File: config.mk
export PLATFORM = sky130hd
export DESIGN_NAME = serial_bit_feeder
export DESIGN_NICKNAME = d
export VERILOG_FILES = /design/src/rtl/serial_bit_feeder.sv
export SDC_FILE = /design/constraint.sdc
export NUM_CORES = 1
export LEC_CHECK = 0
export ABC_AREA = 1
export CAP_MARGIN = 25
export CORE_MARGIN = 2
export CORE_UTILIZATION = 34
export DETAILED_ROUTE_END_ITERATION = 8
export PLACE_DENSITY_LB_ADDON = 0.15
export REMOVE_ABC_BUFFERS = 1
export SLEW_MARGIN = 0
export SYNTH_ARGS = -nofsm -noshare
export SYNTH_HDL_FRONTEND = slang
export SYNTH_SLANG_ARGS = --single-unit
File: constraint.sdc
create_clock -name clk -period 1.4 [get_ports clk]
set_clock_uncertainty 0.15 [all_clocks]
set_input_delay 0.28 -clock clk [delete_from_list [all_inputs] [get_ports clk]]
set_output_delay 0.28 -clock clk [all_outputs]
set_load 0.05 [all_outputs]
File: src/rtl/serial_bit_feeder.sv
// Parallel-to-serial front end for the serial sequence detector: words in on valid/ready,
// one bit per clock out on x_out. Optional trailing even-parity bit under `SERIAL_PARITY_EN.
module serial_bit_feeder #(
  parameter int unsigned WIDTH     = 8,
  parameter int unsigned MSB_FIRST = 1,
  parameter bit          IDLE_BIT  = 1'b0
) (
  input  logic             clk,
  input  logic             aresetn,
  input  logic [WIDTH-1:0] in_data,
  input  logic             in_valid,
  output logic             in_ready,
  output logic             x_out,
  output logic             x_valid,
  output logic             frame_done,
  output logic             busy
);

  localparam int unsigned     CNT_W    = $clog2(WIDTH);
  localparam logic [CNT_W-1:0] CNT_LAST = CNT_W'(WIDTH - 1);

  localparam logic [1:0] ST_IDLE   = 2'd0;
  localparam logic [1:0] ST_SHIFT  = 2'd1;
`ifdef SERIAL_PARITY_EN
  localparam logic [1:0] ST_PARITY = 2'd2;
`endif

  logic [1:0]       state_q, state_d;
  logic [CNT_W-1:0] bit_cnt_q, bit_cnt_d;
  logic [WIDTH-1:0] sr_q, sr_d;
  logic             init_q;
  logic             x_out_q, x_out_d;
  logic             x_valid_q, x_valid_d;
  logic             frame_done_q, frame_done_d;
`ifdef SERIAL_PARITY_EN
  logic             par_q, par_d;
`endif
  logic             ready_c;
  logic             accept_c;

  // Window in which a new word may be taken; gated until the first edge out of reset.
  always_comb begin
    ready_c = 1'b0;
    case (state_q)
      ST_IDLE:   ready_c = 1'b1;
`ifdef SERIAL_PARITY_EN
      ST_SHIFT:  ready_c = 1'b0;
      ST_PARITY: ready_c = 1'b1;
`else
      ST_SHIFT:  ready_c = (bit_cnt_q == '0);
`endif
      default:   ready_c = 1'b0;
    endcase
  end

  assign in_ready = init_q & ready_c;
  assign accept_c = in_valid & in_ready;

  always_comb begin
    state_d      = state_q;
    bit_cnt_d    = bit_cnt_q;
    sr_d         = sr_q;
    x_out_d      = IDLE_BIT;
    x_valid_d    = 1'b0;
    frame_done_d = 1'b0;
`ifdef SERIAL_PARITY_EN
    par_d        = par_q;
`endif
    if (accept_c) begin
      // First bit goes straight to x_out; sr keeps the rest, aligned at the exit end.
      state_d   = ST_SHIFT;
      bit_cnt_d = CNT_LAST;
      x_valid_d = 1'b1;
      if (MSB_FIRST != 0) begin
        x_out_d = in_data[WIDTH-1];
        sr_d    = in_data << 1;
      end else begin
        x_out_d = in_data[0];
        sr_d    = in_data >> 1;
      end
`ifdef SERIAL_PARITY_EN
      par_d = ^in_data;
`endif
    end else begin
      case (state_q)
        ST_SHIFT: begin
          if (bit_cnt_q != '0) begin
            bit_cnt_d = bit_cnt_q - CNT_W'(1);
            x_valid_d = 1'b1;
            if (MSB_FIRST != 0) begin
              x_out_d = sr_q[WIDTH-1];
              sr_d    = sr_q << 1;
            end else begin
              x_out_d = sr_q[0];
              sr_d    = sr_q >> 1;
            end
`ifndef SERIAL_PARITY_EN
            frame_done_d = (bit_cnt_q == CNT_W'(1));
`endif
          end else begin
`ifdef SERIAL_PARITY_EN
            state_d      = ST_PARITY;
            x_out_d      = par_q;
            x_valid_d    = 1'b1;
            frame_done_d = 1'b1;
`else
            state_d = ST_IDLE;
`endif
          end
        end
`ifdef SERIAL_PARITY_EN
        ST_PARITY: state_d = ST_IDLE;
`endif
        ST_IDLE:   state_d = ST_IDLE;
        default:   state_d = ST_IDLE;
      endcase
    end
  end

  always_ff @(posedge clk or negedge aresetn) begin
    if (!aresetn) begin
      state_q      <= ST_IDLE;
      bit_cnt_q    <= '0;
      sr_q         <= '0;
      init_q       <= 1'b0;
      x_out_q      <= IDLE_BIT;
      x_valid_q    <= 1'b0;
      frame_done_q <= 1'b0;
`ifdef SERIAL_PARITY_EN
      par_q        <= 1'b0;
`endif
    end else begin
      state_q      <= state_d;
      bit_cnt_q    <= bit_cnt_d;
      sr_q         <= sr_d;
      init_q       <= 1'b1;
      x_out_q      <= x_out_d;
      x_valid_q    <= x_valid_d;
      frame_done_q <= frame_done_d;
`ifdef SERIAL_PARITY_EN
      par_q        <= par_d;
`endif
    end
  end

  assign x_out      = x_out_q;
  assign x_valid    = x_valid_q;
  assign frame_done = frame_done_q;
  assign busy       = x_valid_q;

endmodule
==> run_results.csv, run 1 <==
group,metric,value,unit
synthesis,synth_top_cells_by_area,"sky130_fd_sc_hd__dfrtp_1 (50%), sky130_fd_sc_hd__nand2_1 (9.5%), sky130_fd_sc_hd__nand3_2 (6.7%)",
critical_path,reg2regPathDepth,12,
global_routing,grt_util_all_layers,13.9,%
synthesis,synth-seq-area-share,49.9,%
critical_path,cp_max_fo,2,
timing,fmax,539,MHz
synthesis,synth-edff-count,0,
pwr,p_per_area,2190,mW/mm2
routing,detailed_route_vias_per_instance,4.46,
die,die-width,51.0,um
global_routing,grt_antenna_before_repair,0,
global_routing,grt_pass1_wl,2.58,mm
synthesis,synth_simple_gate_area_share,29.1,%
timing,setup_viol,15,
die,starting_density_of_the_core,35.0,%
synthesis,postSynth.asyncResetShare,100,%
synthesis,yosysWarnings,0,
synthesis,synth_area,752,um2
die,design.portCount,16,
die,die-height,51.0,um
placed_design,dpl_worst_slack,-0.336,ns
critical_path,crit_top_cell,"sky130_fd_sc_hd__inv_2",
critical_path,buffers_plus_inverters_on_the_worst_setup_path,4,
die,dieArea,0.00260,mm2
routing,remaining_drc_errors,0,
placed_design,detailed_place_hpwl,1.02,mm
critical_path,critical-path-slowest-cell,"sky130_fd_sc_hd__dfrtp_1",
status,status,"finished with violations",
routing,num_vias,646,
die,floorplan.core_area,0.00215,mm2
pwr,leakage,0.000619,uW
global_routing,largest_net_degree_at_the_start_of_global_routing,16,
routing,final_antenna_net_count,0,
run,max_cap_viol_count,0,
clock_network,root_buffer,"sky130_fd_sc_hd__clkbuf_4",
critical_path,critPathTopFamily,"flip-flops",
critical_path,critical_path.startpoint,"bit_cnt_q[0]",
clock_network,post_cts_hold_buffer_count,0,
pwr,power.ir.vdd_worst,0.00103,V
synthesis,post_synth_mux_area_share,0,%
routing,route.final.wire_length,1.60,mm
clock_network,numCtsBuffers,3,
clock_network,tritoncts,"done",
timing,layout_worst_path_cycle_share,133,%
placed_design,buffer_ports.inserted,15,
synthesis,post_synth_xor_area_fraction,0,%
critical_path,cp_data_arrival_time,1.43,ns
critical_path,required_time_worst_endpoint,0.97,ns
critical_path,cp-endpoint,"in_ready",
critical_path,critical_path_cell_count,8,
placed_design,gp_congestion,0.720,
synthesis,yosysTopAreaCellShare,49.9,%
status,failed_checks,"setup timing",
finish,num-nets-final,132,
critical_path,start_kind,"register",
routing,initialDrtViolationCount,3,
synthesis,most_used_flip_flop_cell_after_synthesis,"sky130_fd_sc_hd__dfrtp_1",
timing,fin_worst_hold_slack,0.154,ns
critical_path,max_stage_delay,0.39,ns
finish,drive_gt1_share,51.3,%
die,floorplan.rows,17,
critical_path,crit_path_cell_trace,"inv_2 -> ha_4 -> ha_4 -> inv_2 -> nand2_2 -> inv_2 -> nor2_4 -> buf_12",
critical_path,crit-reg2reg-launch,"bit_cnt_q[0]",
timing,timing.final.max_slew_violations,0,
critical_path,timing.reg2reg.setup_slack,-0.42,ns
synthesis,synth-compound-area-share,3.33,%
routing,drt-wirelength-per-cell,11.0,um
global_routing,global_route.overflow_total,0,
timing,final_worst_path_setup_slack,-0.456,ns
global_routing,grt_pass1_vias,579,
worst_hold_path,hold_class,"in -> async",
routing,drt_pre_antenna_iters,2,
finish,synthToLayoutAreaGrowth,65.4,%
synthesis,yosys.cell_types.count,17,
finish,antenna_cells,0,
clock_network,clock_path_buffers,2,
synthesis,post_synth_inst_count,81,
synthesis,yosys.area_share.adder,4.99,%
synthesis,postSynthAreaPerCell,9.28,um2
timing,grt_setup_unrepaired,"yes",
synthesis,yosys.cell_count.top_type,"sky130_fd_sc_hd__nand2_1",
clock_network,cts.sink_count,15,
clock_network,htree_levels,1,
timing,period_needed,1.86,ns
clock_network,clk_transition_reported_paths,0.09,ns
timing,finalHoldViolations,0,
clock_network,clk_latency,0.29,ns
critical_path,endpoint_kind,"primary output",
synthesis,ys_ff_latch,15,
critical_path,worst-setup-path-type,"reg -> out",
synthesis,synthTopCellsByCount,"sky130_fd_sc_hd__nand2_1 (19), sky130_fd_sc_hd__dfrtp_1 (15), sky130_fd_sc_hd__inv_1 (9)",
synthesis,largest_family_of_logic_cells_by_synthesized_area,"simple AND/OR/NAND/NOR gates",
critical_path,crit-reg2reg-capture,"sr_q[4]",
synthesis,synth.largest_area_cell,"sky130_fd_sc_hd__dfrtp_1",
## worst reg2reg max path: stages, from the launching register on
cell and delay, ns:
sky130_fd_sc_hd__dfrtp_1 0.36, sky130_fd_sc_hd__inv_2 0.06, sky130_fd_sc_hd__ha_4 0.17, sky130_fd_sc_hd__ha_4 0.15, sky130_fd_sc_hd__inv_2 0.04, sky130_fd_sc_hd__nand2_2 0.05
sky130_fd_sc_hd__buf_4 0.13, sky130_fd_sc_hd__buf_6 0.11, sky130_fd_sc_hd__buf_6 0.12, sky130_fd_sc_hd__o21a_1 0.13, sky130_fd_sc_hd__buf_6 0.14, sky130_fd_sc_hd__nand2_2 0.06
sky130_fd_sc_hd__nand3_2 0.05
## state kept, by name, indices dropped and copies added (netlist names)
name / count
state_q: 1
bit_cnt_q: 3
init_q: 1
frame_done: 1
sr_q: 7
x_out: 1
busy: 1
## kinds of logic after synthesis
kind of cell,count (synthesis)
buffers and inverters,17
other,1
AND/OR/NAND/NOR,41
AO/OA/AOI/OAI,4
adder cells (fa/ha/maj),3
flip-flops,15
## layout make-up
| cell class | instances | area (um2) |
|---|---|---|
| fillers | 198 | 905 |
| multi-input cells | 49 | 359 |
| well taps | 28 | 35.0 |
| repair buffers | 38 | 407 |
| inverters | 11 | 41.3 |
| clock buffers | 4 | 26.3 |
| flip-flops and latches | 15 | 375 |
## cells in the final DEF (no fill, tap or decap), types with 2 or more instances in the layout
cell and instances:
sky130_fd_sc_hd__nand2_1 14, sky130_fd_sc_hd__inv_1 5, sky130_fd_sc_hd__inv_2 6, sky130_fd_sc_hd__ha_4 2
sky130_fd_sc_hd__nand2_2 11, sky130_fd_sc_hd__clkdlybuf4s50_1 10, sky130_fd_sc_hd__clkbuf_4 3, sky130_fd_sc_hd__buf_6 9
sky130_fd_sc_hd__nand3_2 6, sky130_fd_sc_hd__nor2_4 2, sky130_fd_sc_hd__buf_12 5, sky130_fd_sc_hd__nand4_1 6
sky130_fd_sc_hd__buf_4 14, sky130_fd_sc_hd__dfrtp_1 15
## metal layers
layer	GRT usage (%)	vias to the layer above	share of wire [%]
li1	-	325	-
met1	17.9	305	45
met2	20.3	13	49
met3	3.51	3	3.7
met4	9.46	0	2.2
met5	0	-	0
## power by group
part	internal [uW]	leakage (uW)	switching (uW)	total, uW
sequential	595	0.000187	112	706
clock	111	0.0000150	141	252
combinational	945	0.000417	815	1760
total	1650	0.000619	1070	2720
## through the flow
| stage | util (%) | power (uW) | cell area [um2] | TNS [ns] | cells |
|---|---|---|---|---|---|
| CTS | 55.7 | 2610 | 1200 | -3.89 | 141 |
| floorplan | - | 1310 | 702 | -4.79 | 75 |
| global route | 57.9 | 2900 | 1240 | -5.96 | 145 |
| finish | 57.9 | 2720 | 1240 | -4.94 | 145 |
| detailed placement | 48.5 | 1930 | 1040 | -3.47 | 132 |
| global placement | 48.5 | 1930 | 1040 | -2.98 | 132 |
## timing repair
item / in CTS / in global routing
buffers inserted: 8 / 4
pin swaps: 3 / 4
gates resized for setup: 28 / 5
cloned: 1 / 0
endpoints found under the setup margin: 15 / 15
## worst min-delay path by stage
stage	start	end	slack [ns]	cells past startpoint
3_5_place_dp	sr_q[6]	sr_q[6]	0.32	2
5_1_grt	aresetn	bit_cnt_q[1]	0.16	2
3_3_place_gp	sr_q[6]	sr_q[6]	0.32	2
4_1_cts	aresetn	bit_cnt_q[0]	0.15	2
6_report	aresetn	busy	0.15	2
2_1_floorplan	aresetn	bit_cnt_q[0]	-0.17	0
Power figures use the tool's default switching activity.
==> inputs of run 2 (changes only) <==
CTS_BUF_LIST = sky130_fd_sc_hd__clkbuf_8   (was not set)
==> run 2 against run 1 <==
The run still ends with setup timing left. Combinational power decreased by 14%. Count of clock-buffer cells in the layout shrank 1. Register-to-register slack improved by 0.10 ns. Global-route usage decreased by 1.1 points. Sequential share of layout area rose by 1.0 points. First-iteration DRC count shrank 67%. Sequential power is 0.6% lower. Fmax increased by 4.3%. Clock power increased by 35%. Largest cell class is now flip-flops and latches.
==> run_results.csv, run 2 (synthesized netlist as in run 1, its figures left out) <==
group,metric,value,unit
global_routing,largest_net_degree_at_the_start_of_global_routing,16,
routing,route.final.wire_length,1.45,mm
critical_path,critical_path.startpoint,"bit_cnt_q[0]",
placed_design,dpl_worst_slack,-0.336,ns
global_routing,global_route.overflow_total,0,
timing,fin_worst_hold_slack,0.207,ns
global_routing,grt_util_all_layers,12.8,%
finish,num-nets-final,127,
die,design.portCount,16,
routing,final_antenna_net_count,0,
placed_design,post-place-cells,132,
die,starting_density_of_the_core,35.0,%
routing,num_vias,615,
worst_hold_path,hold_class,"in -> async",
status,failed_checks,"setup timing",
status,status,"finished with violations",
finish,layout.cells.non_filler,140,
placed_design,detailed_place_hpwl,1.02,mm
die,die-height,51.0,um
timing,fmax,562,MHz
clock_network,htree_levels,1,
finish,layout_top_registers,"sr_q: 7 flops, bit_cnt_q: 3 flops",
clock_network,clock_path_buffers,2,
routing,remaining_drc_errors,0,
critical_path,max_stage_delay,0.38,ns
die,floorplan.rows,17,
finish,largest_reg_flops,7,
finish,drive_gt1_share,46.4,%
clock_network,post_cts_hold_buffer_count,0,
clock_network,cts.sink_count,15,
global_routing,grt_antenna_before_repair,0,
finish,antenna_cells,0,
timing,grt_setup_unrepaired,"yes",
routing,drt_pre_antenna_iters,2,
critical_path,worst-setup-path-type,"reg -> out",
pwr,leakage,0.000603,uW
die,dieArea,0.00260,mm2
finish,final.fill_count,193,
critical_path,buffers_plus_inverters_on_the_worst_setup_path,4,
clock_network,root_buffer,"sky130_fd_sc_hd__clkbuf_8",
routing,detailed_route_vias_per_instance,4.39,
critical_path,cp_data_arrival_time,1.35,ns
critical_path,critPathTopFamily,"flip-flops",
placed_design,postPlaceCellArea,0.00104,mm2
clock_network,tritoncts,"done",
placed_design,gp_congestion,0.720,
run,max_cap_viol_count,0,
die,die-width,51.0,um
finish,fin_util,56.0,%
global_routing,global_route.usage.met2,20.3,%
timing,layout_worst_path_cycle_share,127,%
routing,initialDrtViolationCount,1,
critical_path,crit_top_cell,"sky130_fd_sc_hd__inv_2",
global_routing,most_congested_layer_reported_by_global_routing,"met2",
critical_path,cp_max_fo,2,
timing,finalHoldViolations,0,
pwr,power.ir.vdd_worst,0.00108,V
global_routing,grt_pass1_vias,573,
routing,drt-wirelength-per-cell,10.4,um
clock_network,clk_latency,0.24,ns
global_routing,global_route.usage.met3,2.63,%
pwr,p_per_area,2130,mW/mm2
die,floorplan.core_area,0.00215,mm2
critical_path,critical-path-slowest-cell,"sky130_fd_sc_hd__dfrtp_1",
critical_path,crit_path_cell_trace,"inv_2 -> ha_4 -> ha_4 -> inv_2 -> nand2_2 -> inv_2 -> nor2_4 -> buf_12",
finish,synthToLayoutAreaGrowth,59.9,%
finish,final_common_cell,"sky130_fd_sc_hd__nand2_1",
timing,timing.final.max_slew_violations,0,
critical_path,required_time_worst_endpoint,0.97,ns
timing,period_needed,1.78,ns
finish,layout.cells.most_common_list,"sky130_fd_sc_hd__nand2_1 (17), sky130_fd_sc_hd__dfrtp_1 (15), sky130_fd_sc_hd__buf_4 (13)",
finish,largest_register,"sr_q",
global_routing,grt_pass1_wl,2.44,mm
critical_path,start_kind,"register",
finish,layout.cell_area.non_filler,0.00120,mm2
clock_network,clk_transition_reported_paths,0.06,ns
clock_network,numCtsBuffers,3,
critical_path,endpoint_kind,"primary output",
timing,final_worst_path_setup_slack,-0.380,ns
timing,setup_viol,14,
placed_design,buffer_ports.inserted,15,
global_routing,met1_grt_util,16.2,%
critical_path,crit-reg2reg-launch,"bit_cnt_q[0]",
## run 2: cell types whose count changed in the layout (fill, tap and decap cells not counted), moves of 3 or more
cell,change
sky130_fd_sc_hd__buf_6,-4
sky130_fd_sc_hd__clkbuf_4,-3
sky130_fd_sc_hd__clkbuf_8,+3
sky130_fd_sc_hd__nand2_1,+3
sky130_fd_sc_hd__nand2_2,-3
## run 2: metal layers
metal	wire length, um	share of wire [%]	vias to the layer above
li1	-	-	313
met4	0	0	0
met2	736	51	10
met5	0	0	-
met1	659	45	292
met3	55	3.8	0
## run 2: through the flow
| stage | total power [uW] | TNS (ns) |
|---|---|---|
| CTS | 2520 | -3.87 |
| detailed placement | 1930 | -3.47 |
| finish | 2570 | -3.38 |
| floorplan | 1310 | -4.79 |
| global placement | 1930 | -2.98 |
| global route | 2740 | -4.22 |
## run 2: path summary, 6_finish.rpt
kind / end / slack (ns) / depth (start not counted)
worst min register to register: sr_q[6] / 0.33 / 2
worst max-delay path: in_ready / -0.38 / 8
worst max register to register: sr_q[4] / -0.32 / 11
max in group asynchronous: x_out / 0.72 / 2
min in group clk: sr_q[6] / 0.33 / 2
worst min-delay path: busy / 0.21 / 2
## run 2: final cells by class
type | instances | area, um2 | area share (%)
inverters | 11 | 41.3 | 3.43
repair buffers | 33 | 354 | 29.4
clock inverters | 1 | 3.75 | 0.312
flip-flops and latches | 15 | 375 | 31.2
multi-input cells | 49 | 352 | 29.2
well taps | 28 | 35.0 | 2.91
clock buffers | 3 | 41.3 | 3.43
## run 2: repair_timing
action	CTS	global route
pin swaps	2	2
endpoints found under the setup margin	15	15
endpoints found under the hold margin	0	0
buffers inserted	3	3
resized for setup	21	4
## run 2: where the power goes
| part | switching (uW) | internal [uW] | leakage, uW | total, uW |
|---|---|---|---|---|
| clock | 145 | 194 | 0.0000269 | 339 |
| sequential | 106 | 596 | 0.000187 | 702 |
| combinational | 748 | 776 | 0.000389 | 1520 |
==> inputs of run 3 (changes only) <==
CORE_UTILIZATION = 40   (was 34)
clock period = 2.3 ns   (was 1.4 ns; I/O delays follow)
==> run 3 against run 2 <==
The flow now finishes without violations. Critical path type unchanged. Sequential cell count did not move. Total power fell by 53%. Clock power fell by 40%. Final area fell by 19%. Sequential power fell by 41%. Hold slack improved by 0.14 ns. Critical path depth did not move. Via count fell by 8.5%. Routed wire length fell by 7.5%.
==> run_results.csv, run 3 (synthesized netlist as in run 1, its figures left out) <==
group,metric,value,unit
worst_hold_path,hold_class,"reg -> reg",
timing,timing.final.max_slew_violations,0,
finish,layout_top_registers,"sr_q: 7 flops, bit_cnt_q: 3 flops",
placed_design,dpl_worst_slack,0.408,ns
global_routing,grt_pass1_wl,2.30,mm
critical_path,crit-reg2reg-launch,"bit_cnt_q[0]",
finish,synthToLayoutAreaGrowth,28.8,%
critical_path,reg2regPathDepth,9,
critical_path,cp_data_arrival_time,1.55,ns
placed_design,gp_congestion,0.809,
pwr,p_per_area,1250,mW/mm2
global_routing,grt_pass1_vias,525,
routing,num_vias,563,
routing,initialDrtViolationCount,9,
clock_network,tritoncts,"done",
timing,final_worst_path_setup_slack,0.142,ns
clock_network,post_cts_hold_buffer_count,0,
timing,fmax,463,MHz
die,starting_density_of_the_core,43.1,%
finish,layout.cells.most_common_list,"sky130_fd_sc_hd__nand2_1 (19), sky130_fd_sc_hd__dfrtp_1 (15), sky130_fd_sc_hd__clkdlybuf4s50_1 (14)",
routing,drt-wirelength-per-cell,10.9,um
die,die-height,47.4,um
placed_design,buffer_ports.inserted,15,
critical_path,crit-reg2reg-capture,"sr_q[6]",
global_routing,largest_net_degree_at_the_start_of_global_routing,16,
finish,final_common_cell,"sky130_fd_sc_hd__nand2_1",
pwr,power.share.sequential,34.4,%
pwr,design_power_total,1210,uW
critical_path,cp_max_fo,3,
clock_network,count_of_buffers_added_by_post_cts_timing_repair_for_setup,0,
routing,route.final.wire_length,1.34,mm
routing,final_antenna_net_count,0,
global_routing,global_route.overflow_total,0,
clock_network,root_buffer,"sky130_fd_sc_hd__clkbuf_8",
routing,drt_pre_antenna_iters,4,
critical_path,worst-setup-path-type,"reg -> out",
timing,layout_worst_path_cycle_share,93.8,%
status,status,"finished, final reports clean",
pwr,power_switching,502,uW
pwr,internal-power,705,uW
finish,drive_gt1_share,21.4,%
clock_network,clk_transition_reported_paths,0.06,ns
timing,fin_setup_tns,0,ns
clock_network,clock_path_buffers,2,
clock_network,clk_latency,0.24,ns
finish,largest_reg_flops,7,
die,floorplan.rows,15,
timing,setup_viol,0,
critical_path,endpoint_kind,"primary output",
timing,grt_setup_unrepaired,"no",
run,max_cap_viol_count,0,
finish,antenna_cells,0,
global_routing,grt_antenna_before_repair,0,
worst_hold_path,holdCritStartpoint,"sr_q[2]",
global_routing,grt_util_all_layers,15.7,%
worst_hold_path,hold_path_end,"sr_q[2]",
clock_network,htree_levels,1,
finish,largest_register,"sr_q",
finish,layout.cells.non_filler,123,
routing,detailed_route_vias_per_instance,4.58,
pwr,p_sw_share,41.6,%
placed_design,post-place-cells,119,
critical_path,required_time_worst_endpoint,1.69,ns
pwr,leakage,0.000503,uW
clock_network,cts.sink_count,15,
finish,num-nets-final,113,
worst_hold_path,hold-path-cell-count,2,
pwr,combPwrFrac,48.6,%
critical_path,timing.reg2reg.setup_slack,0.44,ns
timing,fin_worst_hold_slack,0.345,ns
pwr,p_clk_share,17.0,%
clock_network,cts_repair_resized_insts,0,
die,die-width,47.4,um
timing,period_needed,2.16,ns
die,design.portCount,16,
clock_network,numCtsBuffers,3,
critical_path,start_kind,"register",
pwr,power.ir.vdd_worst,0.000781,V
routing,remaining_drc_errors,0,
timing,finalHoldViolations,0,
placed_design,detailed_place_hpwl,995,um
die,dieArea,0.00224,mm2
die,floorplan.core_area,0.00175,mm2
==> run 3: power groups by stage <==
| stage | sequential (uW) | clock, uW | combinational (uW) |
|---|---|---|---|
| after floorplan | 505 | 0 | 290 |
| after global placement | 417 | 0 | 584 |
| after detailed placement | 420 | 0 | 593 |
| after CTS | 417 | 215 | 594 |
| after global routing | 428 | 231 | 654 |
| final | 416 | 205 | 587 |
==> run 3: stage by stage <==
stage	cell area, um2	util (%)
6_report	968	55.5
5_1_grt	968	55.5
4_1_cts	968	55.5
3_5_place_dp	923	52.9
3_3_place_gp	923	52.9
2_1_floorplan	702	-
==> run 3: worst max-delay path by stage <==
stage	from	end	depth (start not counted)
6_report	bit_cnt_q[0]	in_ready	8
3_3_place_gp	bit_cnt_q[0]	in_ready	8
3_5_place_dp	bit_cnt_q[0]	in_ready	8
2_1_floorplan	bit_cnt_q[0]	in_ready	7
5_1_grt	bit_cnt_q[0]	in_ready	8
4_1_cts	bit_cnt_q[0]	in_ready	8
==> run 3: critical path, stage by stage, from the launching register on <==
cell and delay [ns]:
sky130_fd_sc_hd__dfrtp_1 0.39, sky130_fd_sc_hd__inv_1 0.09, sky130_fd_sc_hd__ha_1 0.15, sky130_fd_sc_hd__ha_1 0.14, sky130_fd_sc_hd__inv_1 0.04, sky130_fd_sc_hd__nand2_1 0.06, sky130_fd_sc_hd__inv_1 0.05, sky130_fd_sc_hd__nor2_1 0.21
sky130_fd_sc_hd__buf_12 0.18
==> run 3: per-layer routing <==
layer  vias to the layer above  GRT usage [%]  part of all wire, %
li1                        286              -                    -
met1                       258           19.5                   44
met2                        17           24.6                   48
met3                         2           6.92                  7.3
met4                         0           5.00                 0.75
met5                         -              0                    0
==> run 3: final cells by class <==
type	instances	area, um2
inverters	11	41.3
repair buffers	19	190
well taps	25	31.3
fillers	171	777
multi-input cells	49	285
clock inverters	1	3.75
flip-flops and latches	15	375
clock buffers	3	41.3
